<file path="src/rtl/trigger_arbiter.sv">
// Four-channel round-robin trigger arbiter: edge-detects per-channel requests, issues one
// trigger per grant, then waits a fixed number of frame boundaries plus an optional holdoff.
module trigger_arbiter #(
  parameter int unsigned HOLDOFF_W          = 16,
  parameter int unsigned FRAMES_PER_TRIGGER = 2
) (
  input  logic                 clk_i,
  input  logic                 rst_ni,
  input  logic [3:0]           trig_req_i,
  input  logic [3:0]           enable_i,
  input  logic [HOLDOFF_W-1:0] holdoff_i,
  input  logic                 frame_boundary_i,
  input  logic                 overflow_clr_i,
  output logic                 trigger_pulse_o,
  output logic [1:0]           trigger_channel_o,
  output logic [3:0]           ack_o,
  output logic                 busy_o,
  output logic [3:0]           overflow_o,
  output logic [15:0]          trigger_count_o
);

  localparam int unsigned FrameW =
      (FRAMES_PER_TRIGGER > 1) ? $clog2(FRAMES_PER_TRIGGER) : 1;

  typedef enum logic [1:0] {StIdle, StIssue, StWaitFrame, StHoldoff} state_e;

  state_e                 state_q, state_d;
  logic [3:0]             req_q;
  logic [3:0]             pending_q, pending_d;
  logic [3:0]             overflow_q, overflow_d;
  logic [1:0]             chan_q, chan_d;
  logic [1:0]             last_q, last_d;
  logic [15:0]            trigger_count_q, trigger_count_d;
  logic [FrameW-1:0]      frame_q, frame_d;
  logic [HOLDOFF_W-1:0]   hold_q, hold_d;
  logic                   pulse_q, pulse_d;
  logic [3:0]             ack_q, ack_d;

  logic [3:0] edge_det, eligible, issue_clr;
  logic [1:0] winner, idx;
  logic       found;

  assign edge_det  = trig_req_i & ~req_q & enable_i;
  assign eligible  = pending_q & enable_i;
  assign issue_clr = (state_q == StIssue) ? (4'b0001 << chan_q) : 4'b0000;

  // A new edge wins over the ISSUE clear, so a request landing on its own grant cycle survives.
  assign pending_d  = ((pending_q & ~issue_clr) | edge_det) & enable_i;
  assign overflow_d = (overflow_q & ~{4{overflow_clr_i}}) | (edge_det & pending_q & ~issue_clr);

  always_comb begin
    winner = last_q;
    idx    = 2'd0;
    found  = 1'b0;
    for (int k = 1; k <= 4; k++) begin
      idx = last_q + 2'(k);
      if (!found && eligible[idx]) begin
        found  = 1'b1;
        winner = idx;
      end
    end
  end

  always_comb begin
    state_d         = state_q;
    chan_d          = chan_q;
    last_d          = last_q;
    trigger_count_d = trigger_count_q;
    frame_d         = frame_q;
    hold_d          = hold_q;
    pulse_d         = 1'b0;
    ack_d           = 4'b0000;
    unique case (state_q)
      StIdle: begin
        if (found) begin
          chan_d  = winner;
          state_d = StIssue;
        end
      end
      StIssue: begin
        pulse_d         = 1'b1;
        ack_d           = 4'b0001 << chan_q;
        last_d          = chan_q;
        trigger_count_d = trigger_count_q + 16'd1;
        frame_d         = '0;
        state_d         = StWaitFrame;
      end
      StWaitFrame: begin
        if (frame_boundary_i) begin
          if (frame_q == FrameW'(FRAMES_PER_TRIGGER - 1)) begin
            if (holdoff_i != '0) begin
              hold_d  = holdoff_i;
              state_d = StHoldoff;
            end else begin
              state_d = StIdle;
            end
          end else begin
            frame_d = frame_q + FrameW'(1);
          end
        end
      end
      StHoldoff: begin
        hold_d = hold_q - HOLDOFF_W'(1);
        if (hold_q <= HOLDOFF_W'(1)) begin
          state_d = StIdle;
        end
      end
      default: state_d = StIdle;
    endcase
  end

  always_ff @(posedge clk_i or negedge rst_ni) begin
    if (!rst_ni) begin
      state_q         <= StIdle;
      req_q           <= 4'b1111;
      pending_q       <= 4'b0000;
      overflow_q      <= 4'b0000;
      chan_q          <= 2'd0;
      last_q          <= 2'd3;
      trigger_count_q <= 16'd0;
      frame_q         <= '0;
      hold_q          <= '0;
      pulse_q         <= 1'b0;
      ack_q           <= 4'b0000;
    end else begin
      state_q         <= state_d;
      req_q           <= trig_req_i;
      pending_q       <= pending_d;
      overflow_q      <= overflow_d;
      chan_q          <= chan_d;
      last_q          <= last_d;
      trigger_count_q <= trigger_count_d;
      frame_q         <= frame_d;
      hold_q          <= hold_d;
      pulse_q         <= pulse_d;
      ack_q           <= ack_d;
    end
  end

  assign trigger_pulse_o   = pulse_q;
  assign ack_o             = ack_q;
  assign trigger_channel_o = chan_q;
  assign busy_o            = (state_q != StIdle);
  assign overflow_o        = overflow_q;
  assign trigger_count_o   = trigger_count_q;

endmodule

</file>
<file path="config.mk">
export PLATFORM = sky130hd
export DESIGN_NAME = trigger_arbiter
export DESIGN_NICKNAME = d
export VERILOG_FILES = /design/src/rtl/trigger_arbiter.sv
export SDC_FILE = /design/constraint.sdc
export NUM_CORES = 1
export LEC_CHECK = 0
export CAP_MARGIN = 30
export CORE_UTILIZATION = 40
export DETAILED_ROUTE_END_ITERATION = 10
export GPL_TIMING_DRIVEN = 0
export REMOVE_ABC_BUFFERS = 1
export SETUP_SLACK_MARGIN = 0.4
export SKIP_LAST_GASP = 1
export SLEW_MARGIN = 20
export SYNTH_ARGS = -nofsm -noshare
export SYNTH_HDL_FRONTEND = slang
export SYNTH_SLANG_ARGS = --single-unit
</file>
<file path="constraint.sdc">
create_clock -name clk_i -period 5.4 [get_ports clk_i]
set_clock_uncertainty 0.2 [all_clocks]
set_input_delay 0.81 -clock clk_i [delete_from_list [all_inputs] [get_ports clk_i]]
set_output_delay 0.81 -clock clk_i [all_outputs]
set_load 0.01 [all_outputs]
</file>
======== Word level (Yosys, flattened, before mapping) ========
Cells that the tools add are included.
word-level totals
  flip-flop bits (word level) ............. 56
  logic and storage cells ................. 90
operators by class
  add/subtract/negate cells ............... 6
  order comparisons ....................... 5
  eq/ne operators ......................... 8
  shifts and indexed selects .............. 1
  multiplexer cells ....................... 31
  bitwise operators ....................... 13
  reduce and logical (&&, ||, !) cells .... 15
operator list
  cell                   count
  $mux 16                3
  $and 4x4->4            8
  $pmux 16 s2            1
  $mux 2                 9
  $add 16x1->16 const B  1
  $le 16x1->1 const B    1
  $reduce_bool 16->1     1
  $sub 16x1->16 const B  1
  $lt 2x3->1 const B     4
  $not 4->4              3
  $mux 1                 11
  $ne 2x2->1 const B     5
  $bmux 1 s2             4
  $or 4x4->4             2
  $pmux 2 s4             1
  $reduce_and 4->1       2
  $reduce_bool 2->1      3
  $add 2x2->2 const B    2
  $eq 2x2->1 const B     2
  $mux 4                 1
  $reduce_and 2->1       2
  $shl 1x2->4 const A    1
  $logic_and 1x1->1      3
  $logic_not 1->1        3
  other kinds (5)        5

======== Longest topological paths before layout ========
Gate-level depths: netlist of the first run.
  depth in word-level cells ............... 15
  gate-level depth with buffers ........... 7
  gate-level depth less buffers ........... 6

======== Worst setup path before layout of the first run ========
OpenSTA, ideal clock, no wires.
  path type ............................... in2reg
  start ................................... input holdoff_i[14]
  end ..................................... register hold_q[9]
  library setup time ...................... 0.127 ns
  arrival ................................. 2.301 ns
  required time ........................... 5.073 ns
  slack ................................... 2.771 ns
  cell stages on the path ................. 5
  cell sequence ........................... or4_1 o41a_1 buf_6 a221oi_2 nor3_1
on the way
  longest elaborated chain between the ends .. 3
RTL lines
  item                        line  text
  start, declared             11    input logic [HOLDOFF_W-1:0] holdoff_i,
  $reduce_bool 16->1          91    if (holdoff_i != '0) begin
  $ne 2x2->1 (no line)        -
  $reduce_and 4->1 (no line)  -
  end signal, assigned        134   hold_q <= hold_d;
  end, declared               35    logic [HOLDOFF_W-1:0] hold_q, hold_d;
No other way between the ends.
A chain may end at the register's enable or synchronous reset.

======== Final worst setup path of the first run ========
  start ................................... input holdoff_i[6]
  end ..................................... register hold_q[3]
Same word-level chain as after synthesis.

==> metrics.md, run 1 <==
| Metric | Value |
|---|---|
| Wire length per cell | 15.7 µm |
| Peak Freq | ~320 MHz |
| CTS tree | built |
| FFs w/ async S/R, synth | 100% |
| Yosys top cell area share | 44.8% |
| First-pass GRT wire length | 10500 µm |
| Crit share post-route | between 50 and 60% |
| Number of global-route vias before repair | 2138 |
| DR DRC count | 0 |
| Largest net degree at the start of global routing | 57 |
| Worst hold path class | reg2reg |
| P_leak | around 1.4 nW |
| PD cells | 341 nW/µm² |
| Reg2reg start | state_q[1] |
| Synth area leaders | dfrtp_1 (45%), dfstp_2 (5.6%), nand2_1 (3.8%), xnor2_1 (3.1%), nand3_1 (2.9%) |
| Pins Over Slew Limit | 0 |
| Routed Antenna Nets | 0 |
| Worst setup EP type | flip-flop |
| DRT Wirelength | 6410 µm |
| Yosys top cell by area | dfrtp_1 |
| Status | complete, no violations |
| H-tree Lvls | 2 |
| #FFs+latches synth | 56 |
| Critical-path maximum fanout | 15 |
| I/O pin total | 56 |
| Number of synthesized flops with an enable pin | 0 |
| Top FF cell, synth | dfrtp_1 |
| Max cap viols | 0 |
| Layout cells sized above 1 | 9.45% |
| P&R area growth vs syn | 25.0% |
| Unique masters post-synth | 54 |
| Final setup fails | 0 |
| Via count | 2330 |
| CP startpoint | holdoff_i[6] |
| Reg clk slew, reported paths | 0.10 ns |
| CP max stage cell | o41ai_4 |
| Most frequent cells in the layout | clkdlybuf4s50_1 (54), dfrtp_1 (50), nand2_1 (28), inv_1 (16), nand3_1 (16) |
| DP Area | approximately 3400 µm² |
| CORE AREA | 6760 µm² |
| Hold Fails Final Rpt | 0 |
| Buf/Inv on CP | 1 |
| Core Rows | 30 |
| Mapped Cells | 274 |
| Total negative slack | 0 ns |
| # hold bufs at CTS | 0 |
| Resize count post-CTS | 0 |
| Finished Cell Area | 3490 µm² |
| Nets@finish | 358 |
| GRT Total Usage | between 10% and 20% |
| Initial antenna violation count | 0 |
| Commonest non-fill, non-tap cell in the layout | clkdlybuf4s50_1 |
| Syn_area_per_cell | 10.2 µm² |
| Die ar. | between 7000 and 8000 µm² |
| Clock Tree Root | clkbuf_8 |
| CTS Sinks | 56 |
| Clk_lat worst skew | 0.31 ns |
| Worst IR Drop VDD | 147 µV |
| CP peak stage delay | 0.89 ns |
| Port Buffer Count | 55 |
| Mapped Area | 2790 µm² |
| Num CTS Buffers | 5 |
| # Post-CTS Setup Buffers | 0 |
| CP Data Arrival Time | about 3.2 ns |
| Antenna cells | 0 |
| Critical Setup Path Class | in2reg |
| 1st-iter DRT viols | 141 |
| Worst slew pin tran | 0.914 ns |
| Initial Util | 41.3% |
| Vias per cell | 5.71 |
| Required @ worst endpoint | 5.40 ns |
| Total grt overflow | 0 |
| Sequential fraction of the synthesis area | approximately half |
| Worst-path cell chain | clkdlybuf4s50_1 > or4_4 > o41ai_4 > a21oi_1 > o221a_2 |
| Ys Warns | 0 |
| Unrepaired setup endpoints after global routing | no |
| Gpl congestion | 0.845 |
| Chip Height | 85.5 µm |
| Hold path start | trigger_count_o[15] |
| DRT Pass-1 Iters | 6 |
| Worst-case clock buffer depth | 2 |
| Crit-path leading delay family | compound AO/OA/AOI/OAI gates |
| Die X | between 80 and 90 µm |
| Slew margin rel. | 38.9% |
| Worst setup SP type | input pin |
| Period minus WS final | around 3.2 ns |
| HPWL after DPL | 4540 µm |
flip-flops by register name, indices dropped and copies added, names as in the netlist:
signal / cells
trigger_pulse_o: 1
ack_o: 4
state_q: 2
hold_q: 16
pending_q: 4
trigger_channel_o: 2
overflow_o: 4
last_q: 2
frame_q: 1
req_q: 4
trigger_count_o: 16
cells in the mapped netlist (4+ instances only):
library cell   n
clkbuf_1       6
nor4_1         7
inv_1         16
a21oi_1       14
nand3_1       16
nand4_1        7
nand2_1       28
dfrtp_1       50
nand2b_1       8
o221ai_1       6
o211ai_1       5
dfstp_2        6
nor2_1        11
o32ai_1        4
xor2_1         5
xnor2_1       10
and3_1         5
or2_2          4
nor3_1         9
o221a_2        4
through the flow:
stage               worst slack [ns]  utilization [%]  hold slack [ns]  total power, mW  std cells
global route                    2.14             51.6            0.315             1.26        408
floorplan                       2.66                -            0.261            0.816        265
finish                          2.23             51.6            0.272             1.19        408
CTS                             2.22             51.6            0.278             1.20        408
detailed placement              1.87             50.2            0.264            0.948        400
global placement                1.51             50.3            0.258            0.940        400
area by class of cell:
class	count	area, µm²
clock inverter	2	13.8
tap	80	100
clock buffer	6	82.6
timing repair buffer	55	548
inverter	17	63.8
fill	648	3270
sequential	56	1410
multi-input combinational	192	1270
worst paths after layout:
check	end	slack, ns	cells past startpoint
worst min-delay path	trigger_count_o[15]	0.27	1
min in group asynchronous	trigger_count_o[8]	0.35	1
worst max-delay path	hold_q[3]	2.23	5
worst min register to register	trigger_count_o[15]	0.27	1
worst max register to register	hold_q[3]	3.10	4
max in group asynchronous	hold_q[9]	4.20	1
cells by family (layout without fill, tap and decap cells):
family / count (synthesis) / in the layout / share of synthesized area [%]
simple gates: 115 / 115 / 22.6
flops: 56 / 56 / 50.5
xor+xnor: 15 / 15 / 4.71
compound gates: 59 / 59 / 16.9
buf+inv: 26 / 80 / 3.94
fa+ha+maj: 3 / 3 / 1.34
routing by layer:
layer | global-route usage (%) | vias up | part of all wire (%)
met5 | 0 | - | 0
met4 | 4.55 | 0 | 0.95
li1 | - | 1128 | -
met1 | 24.5 | 1130 | 48
met2 | 30.5 | 66 | 47
met3 | 3.46 | 6 | 4.4
power by group:
group	internal (mW)	total [mW]	switching, mW
clock network	0.105	0.248	0.142
logic	0.165	0.334	0.170
registers	0.504	0.608	0.104
total	0.774	1.19	0.416
Note: power is estimated with default switching activity, not from simulation.
==> run 2: changes to the inputs <==
- clock period: 5.4 -> 3.3 ns (I/O delays scaled with it)
==> metrics.md, run 2 (synthesis gave the netlist of run 1 again) <==
| Metric | Value |
|---|---|
| Status | complete, no violations |
| Die ar. | 7320 µm² (unchanged) |
| CP startpoint | holdoff_i[6] |
| Layout cells sized above 1 | 10.3% (+0.82 points) |
| Dpl ws | 0.0893 ns (-1.79 ns) |
| Num CTS Buffers | 5 (unchanged) |
| CP peak stage delay | 0.65 ns (-0.24 ns) |
| Worst setup EP type | flip-flop |
| Final setup fails | 0 (unchanged) |
| Port Buffer Count | 55 (unchanged) |
| Most frequent cells in the layout | clkdlybuf4s50_1 (54), dfrtp_1 (50), nand2_1 (28), inv_1 (16), nand3_1 (16) |
| Nets@finish | 361 (+0.84%) |
| Via count | 2343 (+0.56%) |
| Gpl congestion | 0.845 (unchanged) |
| Crit-path leading delay family | compound AO/OA/AOI/OAI gates |
| CTS Sinks | 56 (unchanged) |
| Total grt overflow | 0 (unchanged) |
| Required @ worst endpoint | 3.31 ns (-2.09 ns) |
| DRT Pass-1 Iters | 6 (unchanged) |
| Initial Util | 41.3% (unchanged) |
| Reg2reg start | state_q[1] |
| First-pass GRT wire length | 10500 µm (unchanged) |
| CP Data Arrival Time | 2.72 ns (-0.45 ns) |
| Pins Over Slew Limit | 0 (unchanged) |
| # hold bufs at CTS | 0 (unchanged) |
| Reg area | 1410 µm² (unchanged) |
| Slew margin rel. | 48.4% (+9.5 points) |
| Routed Antenna Nets | 0 (unchanged) |
| Worst slew pin tran | 0.768 ns (-0.146 ns) |
| Worst hold path class | in2async |
| Total negative slack | 0 ns (unchanged) |
| Layout filler cell count | 646 (-0.31%) |
| Reg clk slew, reported paths | 0.10 ns (about the same) |
| I/O pin total | 56 (unchanged) |
| Crit-path most repeated cell | a31o_2 |
| Vias per cell | 5.70 (-0.18%) |
| PD cells | 556 nW/µm² (+63%) |
| Commonest non-fill, non-tap cell in the layout | clkdlybuf4s50_1 |
| Antenna cells | 0 (unchanged) |
| Worst-path cell chain | clkdlybuf4s50_1 > or4_4 > o41a_1 > a31o_2 > a31o_2 |
| Period minus WS final | 2.71 ns |
| DR DRC count | 0 (unchanged) |
| Worst IR Drop VDD | 245 µV (+67%) |
| 1st-iter DRT viols | 161 (+14%) |
| Peak Freq | 369 MHz |
| Critical Setup Path Class | in2reg |
| # Post-CTS Setup Buffers | 0 (unchanged) |
| Unrepaired setup endpoints after global routing | no |
| Worst-case clock buffer depth | 2 (unchanged) |
| CORE AREA | 6760 µm² (unchanged) |
| GRT Total Usage | 18.2% (unchanged) |
| Resize count post-CTS | 0 (unchanged) |
| Crit share post-route | 82.0% |
| Core Rows | 30 (unchanged) |
| Clock Tree Root | clkbuf_8 |
| Finished Cell Area | 3510 µm² (+0.65%) |
| Final core utilization | 52.0% (+0.33 points) |
| Initial antenna violation count | 0 (unchanged) |
| Wire length per cell | 15.7 µm (-0.20%) |
| CP max stage cell | o41a_1 |
| Buf/Inv on CP | 1 (unchanged) |
| Max cap viols | 0 (unchanged) |
| Worst setup SP type | input pin |
| Largest net degree at the start of global routing | 57 (unchanged) |
| Multi-input gate area | 1270 µm² (unchanged) |
| DP Area | 3390 µm² (unchanged) |
| H-tree Lvls | 2 (unchanged) |
| WHS | 0.0295 ns (-0.243 ns) |
| HPWL after DPL | 4540 µm (unchanged) |
| Clk_lat worst skew | 0.31 ns (about the same) |
| Hold Fails Final Rpt | 0 (unchanged) |
| Number of global-route vias before repair | 2138 (unchanged) |
| Die X | 85.5 µm (unchanged) |
| P_leak | 1.44 nW (+1.0%) |
| Final WS setup | 0.593 ns (-1.64 ns) |
| CTS tree | built |
| Chip Height | 85.5 µm (unchanged) |
| P&R area growth vs syn | 25.8% |
| DRT Wirelength | 6450 µm (+0.53%) |
| Critical-path maximum fanout | 12 (-3) |
-- run 2: changes by cell type in the layout (fill, tap and decap cells not counted), sizes merged --
cell	change
buf	+3
-- run 2: final timing paths --
path / slack (ns) / endpoint / cells past startpoint
worst max-delay path: 0.59 / hold_q[8] / 5
worst min-delay path: 0.03 / trigger_count_o[0] / 1
worst max register to register: 0.98 / hold_q[3] / 4
worst min register to register: 0.27 / trigger_count_o[15] / 1
max in group asynchronous: 2.41 / hold_q[3] / 1
min in group clk_i: 0.27 / trigger_count_o[15] / 1
-- run 2: area by class of cell --
| type | count | area share (%) |
|---|---|---|
| clock inverters | 2 | 0.392 |
| well taps | 80 | 2.85 |
| inverters | 17 | 1.82 |
| clock buffers | 6 | 2.35 |
| multi-input cells | 192 | 36.2 |
| repair buffers | 58 | 16.2 |
| flip-flops and latches | 56 | 40.1 |
-- run 2: worst reg2reg max path, stage by stage (launching register included) --
cell     delay (ns)
dfrtp_1        0.51
and3_1         0.31
o41a_1         0.53
nand2_1        0.30
o221a_2        0.36
-- run 2: report_power, final --
part | internal [mW] | leakage [nW] | total [mW] | switching (mW)
Sequential | 0.825 | 0.699 | 0.996 | 0.171
Clock | 0.172 | 0.0516 | 0.406 | 0.233
Combinational | 0.272 | 0.687 | 0.549 | 0.277
-- run 2: routing by layer --
| layer | part of all wire, % | track usage (%) | vias to the layer above |
|---|---|---|---|
| li1 | - | - | 1129 |
| met1 | 46 | 24.5 | 1138 |
| met2 | 47 | 30.5 | 70 |
| met3 | 5.2 | 3.46 | 6 |
| met4 | 0.95 | 4.55 | 0 |
| met5 | 0 | 0 | - |
-- run 2: metrics by stage --
step	instances	power (mW)
2_1_floorplan	265	1.34
3_3_place_gp	400	1.54
3_5_place_dp	400	1.55
4_1_cts	408	1.96
5_1_grt	411	2.07
6_report	411	1.95
==> run 3: changes to the inputs <==
- clock period: 3.3 -> 2.75 ns (I/O delays scaled with it)
==> metrics.md, run 3 (synthesis gave the netlist of run 1 again) <==
| Metric | Value |
|---|---|
| Status | complete, no violations |
| Layout Cells excl Fill | 417 (+1.5%) |
| Reg clk slew, reported paths | 0.10 ns (about the same) |
| Antenna cells | 0 (unchanged) |
| H-tree Lvls | 2 (unchanged) |
| Chip Height | 85.5 µm (unchanged) |
| First-pass GRT wire length | 10500 µm (+0.53%) |
| P_leak | 1.54 nW (+7.1%) |
| Period minus WS final | 2.32 ns |
| Worst slew pin tran | 0.771 ns (+0.00343 ns) |
| Pins Over Slew Limit | 0 (unchanged) |
| Routed Antenna Nets | 0 (unchanged) |
| DR DRC count | 0 (unchanged) |
| Peak Freq | 432 MHz |
| CTS tree | built |
| DRT Pass-1 Iters | 7 (+1) |
| DR top layer | met4 |
| Hold Fails Final Rpt | 0 (unchanged) |
| Reg2Reg Depth | 5 (+1) |
| Critical Setup Path Class | in2reg |
| Commonest non-fill, non-tap cell in the layout | dfrtp_1 |
| R2R Setup Slk | 0.55 ns (-0.43 ns) |
| Slew margin rel. | 48.5% (+0.12 points) |
| # placed instances | 400 (unchanged) |
| Port Buffer Count | 55 (unchanged) |
| Vias per cell | 5.66 (-0.68%) |
| CP startpoint | holdoff_i[9] |
| Num CTS Buffers | 5 (unchanged) |
| Levels on crit path | 7 (+2) |
| Worst-path cell chain | clkdlybuf4s50_1 > or4_4 > o41ai_4 > buf_4 > buf_4 > o21ai_1 > a21o_1 |
| DR WL met2 | 3130 µm (+2.5%) |
| Crit-path most repeated cell | buf_4 |
| Critical-path maximum fanout | 5 (-7) |
| Clk_lat worst skew | 0.31 ns (about the same) |
| Nets@finish | 367 (+1.7%) |
| CP Data Arrival Time | 2.33 ns (-0.39 ns) |
| Worst IR Drop VDD | 289 µV (+18%) |
| Initial Util | 41.3% (unchanged) |
| Buf/Inv on CP | 3 (+2) |
| DP Area | 3390 µm² (unchanged) |
| I/O pin total | 56 (unchanged) |
| DR WL met3 | 206 µm (-39%) |
| CORE AREA | 6760 µm² (unchanged) |
| Crit share post-route | 84.2% |
| HPWL after DPL | 4540 µm (unchanged) |
| Most frequent cells in the layout | dfrtp_1 (50), clkdlybuf4s50_1 (43), nand2_1 (27), inv_1 (16), nand3_1 (16) |
| Die ar. | 7320 µm² (unchanged) |
| 1st-iter DRT viols | 125 (-22%) |
| Layout cells sized above 1 | 13.4% (+3.1 points) |
| Crit-path leading delay family | buffers and inverters |
| Critical path capture point | state_q[0] |
| CP max stage cell | or4_4 |
| Wire length per cell | 15.8 µm (+1.1%) |
| Worst hold path class | in2reg |
| Reg2reg end | trigger_count_o[13] |
| Initial antenna violation count | 0 (unchanged) |
| Via count | 2361 (+0.77%) |
| CTS Sinks | 56 (unchanged) |
| Largest net degree at the start of global routing | 57 (unchanged) |
| Core Rows | 30 (unchanged) |
| Gpl congestion | 0.845 (unchanged) |
| P&R area growth vs syn | 29.8% |
| Die X | 85.5 µm (unchanged) |
| PD cells | 651 nW/µm² (+17%) |
| Number of global-route vias before repair | 2174 (+1.7%) |
| CP peak stage delay | 0.59 ns (-0.06 ns) |
| Clock Tree Root | clkbuf_8 |
| Worst setup EP type | flip-flop |
| Max cap viols | 0 (unchanged) |
| Worst-case clock buffer depth | 2 (unchanged) |
| GRT Total Usage | 18.4% (+0.15 points) |
| Reg2reg start | state_q[1] |
| Unrepaired setup endpoints after global routing | no |
| Required @ worst endpoint | 2.76 ns (-0.55 ns) |
| Metal-1 WL | 3210 µm (+7.3%) |
| Worst setup SP type | input pin |
| Finished Cell Area | 3620 µm² (+3.2%) |
| Final setup fails | 0 (unchanged) |
| Total grt overflow | 0 (unchanged) |
| DRT Wirelength | 6610 µm (+2.5%) |
==> run 3: cell count changes in the layout (fill, tap and decap cells not counted), sizes merged <==
| cell | change |
|---|---|
| o41a | +1 |
| dlygate4sd2 | +4 |
| clkdlybuf4s15 | +1 |
| dlygate4sd3 | +1 |
| clkdlybuf4s50 | -11 |
| dlymetal6s2s | +6 |
| buf | +4 |
==> run 3: routing by layer <==
layer | GRT usage (%) | vias up
met3 | 3.46 | 6
met5 | 0 | -
met2 | 31.0 | 45
li1 | - | 1153
met1 | 24.6 | 1157
met4 | 4.55 | 0
==> run 3: layout make-up <==
cell class                      instances  area, µm²
Clock inverter                          2       13.8
Sequential cell                        56       1410
Fill cell                             634       3130
Inverter                               17       63.8
Tap cell                               80        100
Multi-Input combinational cell        193       1330
Clock buffer                            6       82.6
Timing Repair Buffer                   63        628
==> run 3: how the worst min path moves through the flow <==
stage / start / endpoint / slack, ns / depth (start not counted)
3_3_place_gp: trigger_count_o[15] / trigger_count_o[15] / 0.26 / 1
3_5_place_dp: trigger_count_o[15] / trigger_count_o[15] / 0.26 / 1
2_1_floorplan: rst_ni / ack_o[0] / -0.08 / 0
5_1_grt: holdoff_i[13] / hold_q[13] / 0.21 / 3
4_1_cts: trigger_count_o[15] / trigger_count_o[15] / 0.28 / 1
6_report: holdoff_i[12] / hold_q[12] / 0.20 / 3
==> run 3: stage by stage <==
stage | util, % | power [mW] | setup TNS [ns] | hold WS (ns) | setup WS, ns
final | 53.6 | 2.36 | 0 | 0.200 | 0.434
after global routing | 53.6 | 2.50 | 0 | 0.214 | 0.392
after CTS | 52.9 | 2.36 | 0 | 0.278 | 0.393
after detailed placement | 50.2 | 1.86 | -4.20 | 0.264 | -0.378
after global placement | 50.3 | 1.85 | -41.72 | 0.258 | -0.743
after floorplan | - | 1.60 | 0 | -0.0831 | 0.409
==> run 3: tightest hold or removal path, stage by stage <==
cell            delay [ns]
dlymetal6s2s_1        0.11
nand3_1               0.08
o211ai_1              0.08
==> run 3: power breakdown <==
part | internal, mW | leakage, nW | total, mW | switching [mW]
combinational | 0.333 | 0.789 | 0.672 | 0.339
clock | 0.207 | 0.0516 | 0.487 | 0.280
sequential | 0.990 | 0.699 | 1.20 | 0.209
total | 1.53 | 1.54 | 2.36 | 0.828
==> run 3: timing repair <==
action | 4_1_cts | 5_1_grt
pin swaps | 5 | 7
hold buffers | 1 | 0
buffers inserted | 5 | 1
cloned | 1 | 1
gates resized for setup | 11 | 12
setup endpoints to repair | 17 | 14
hold endpoints to repair | 50 | 0
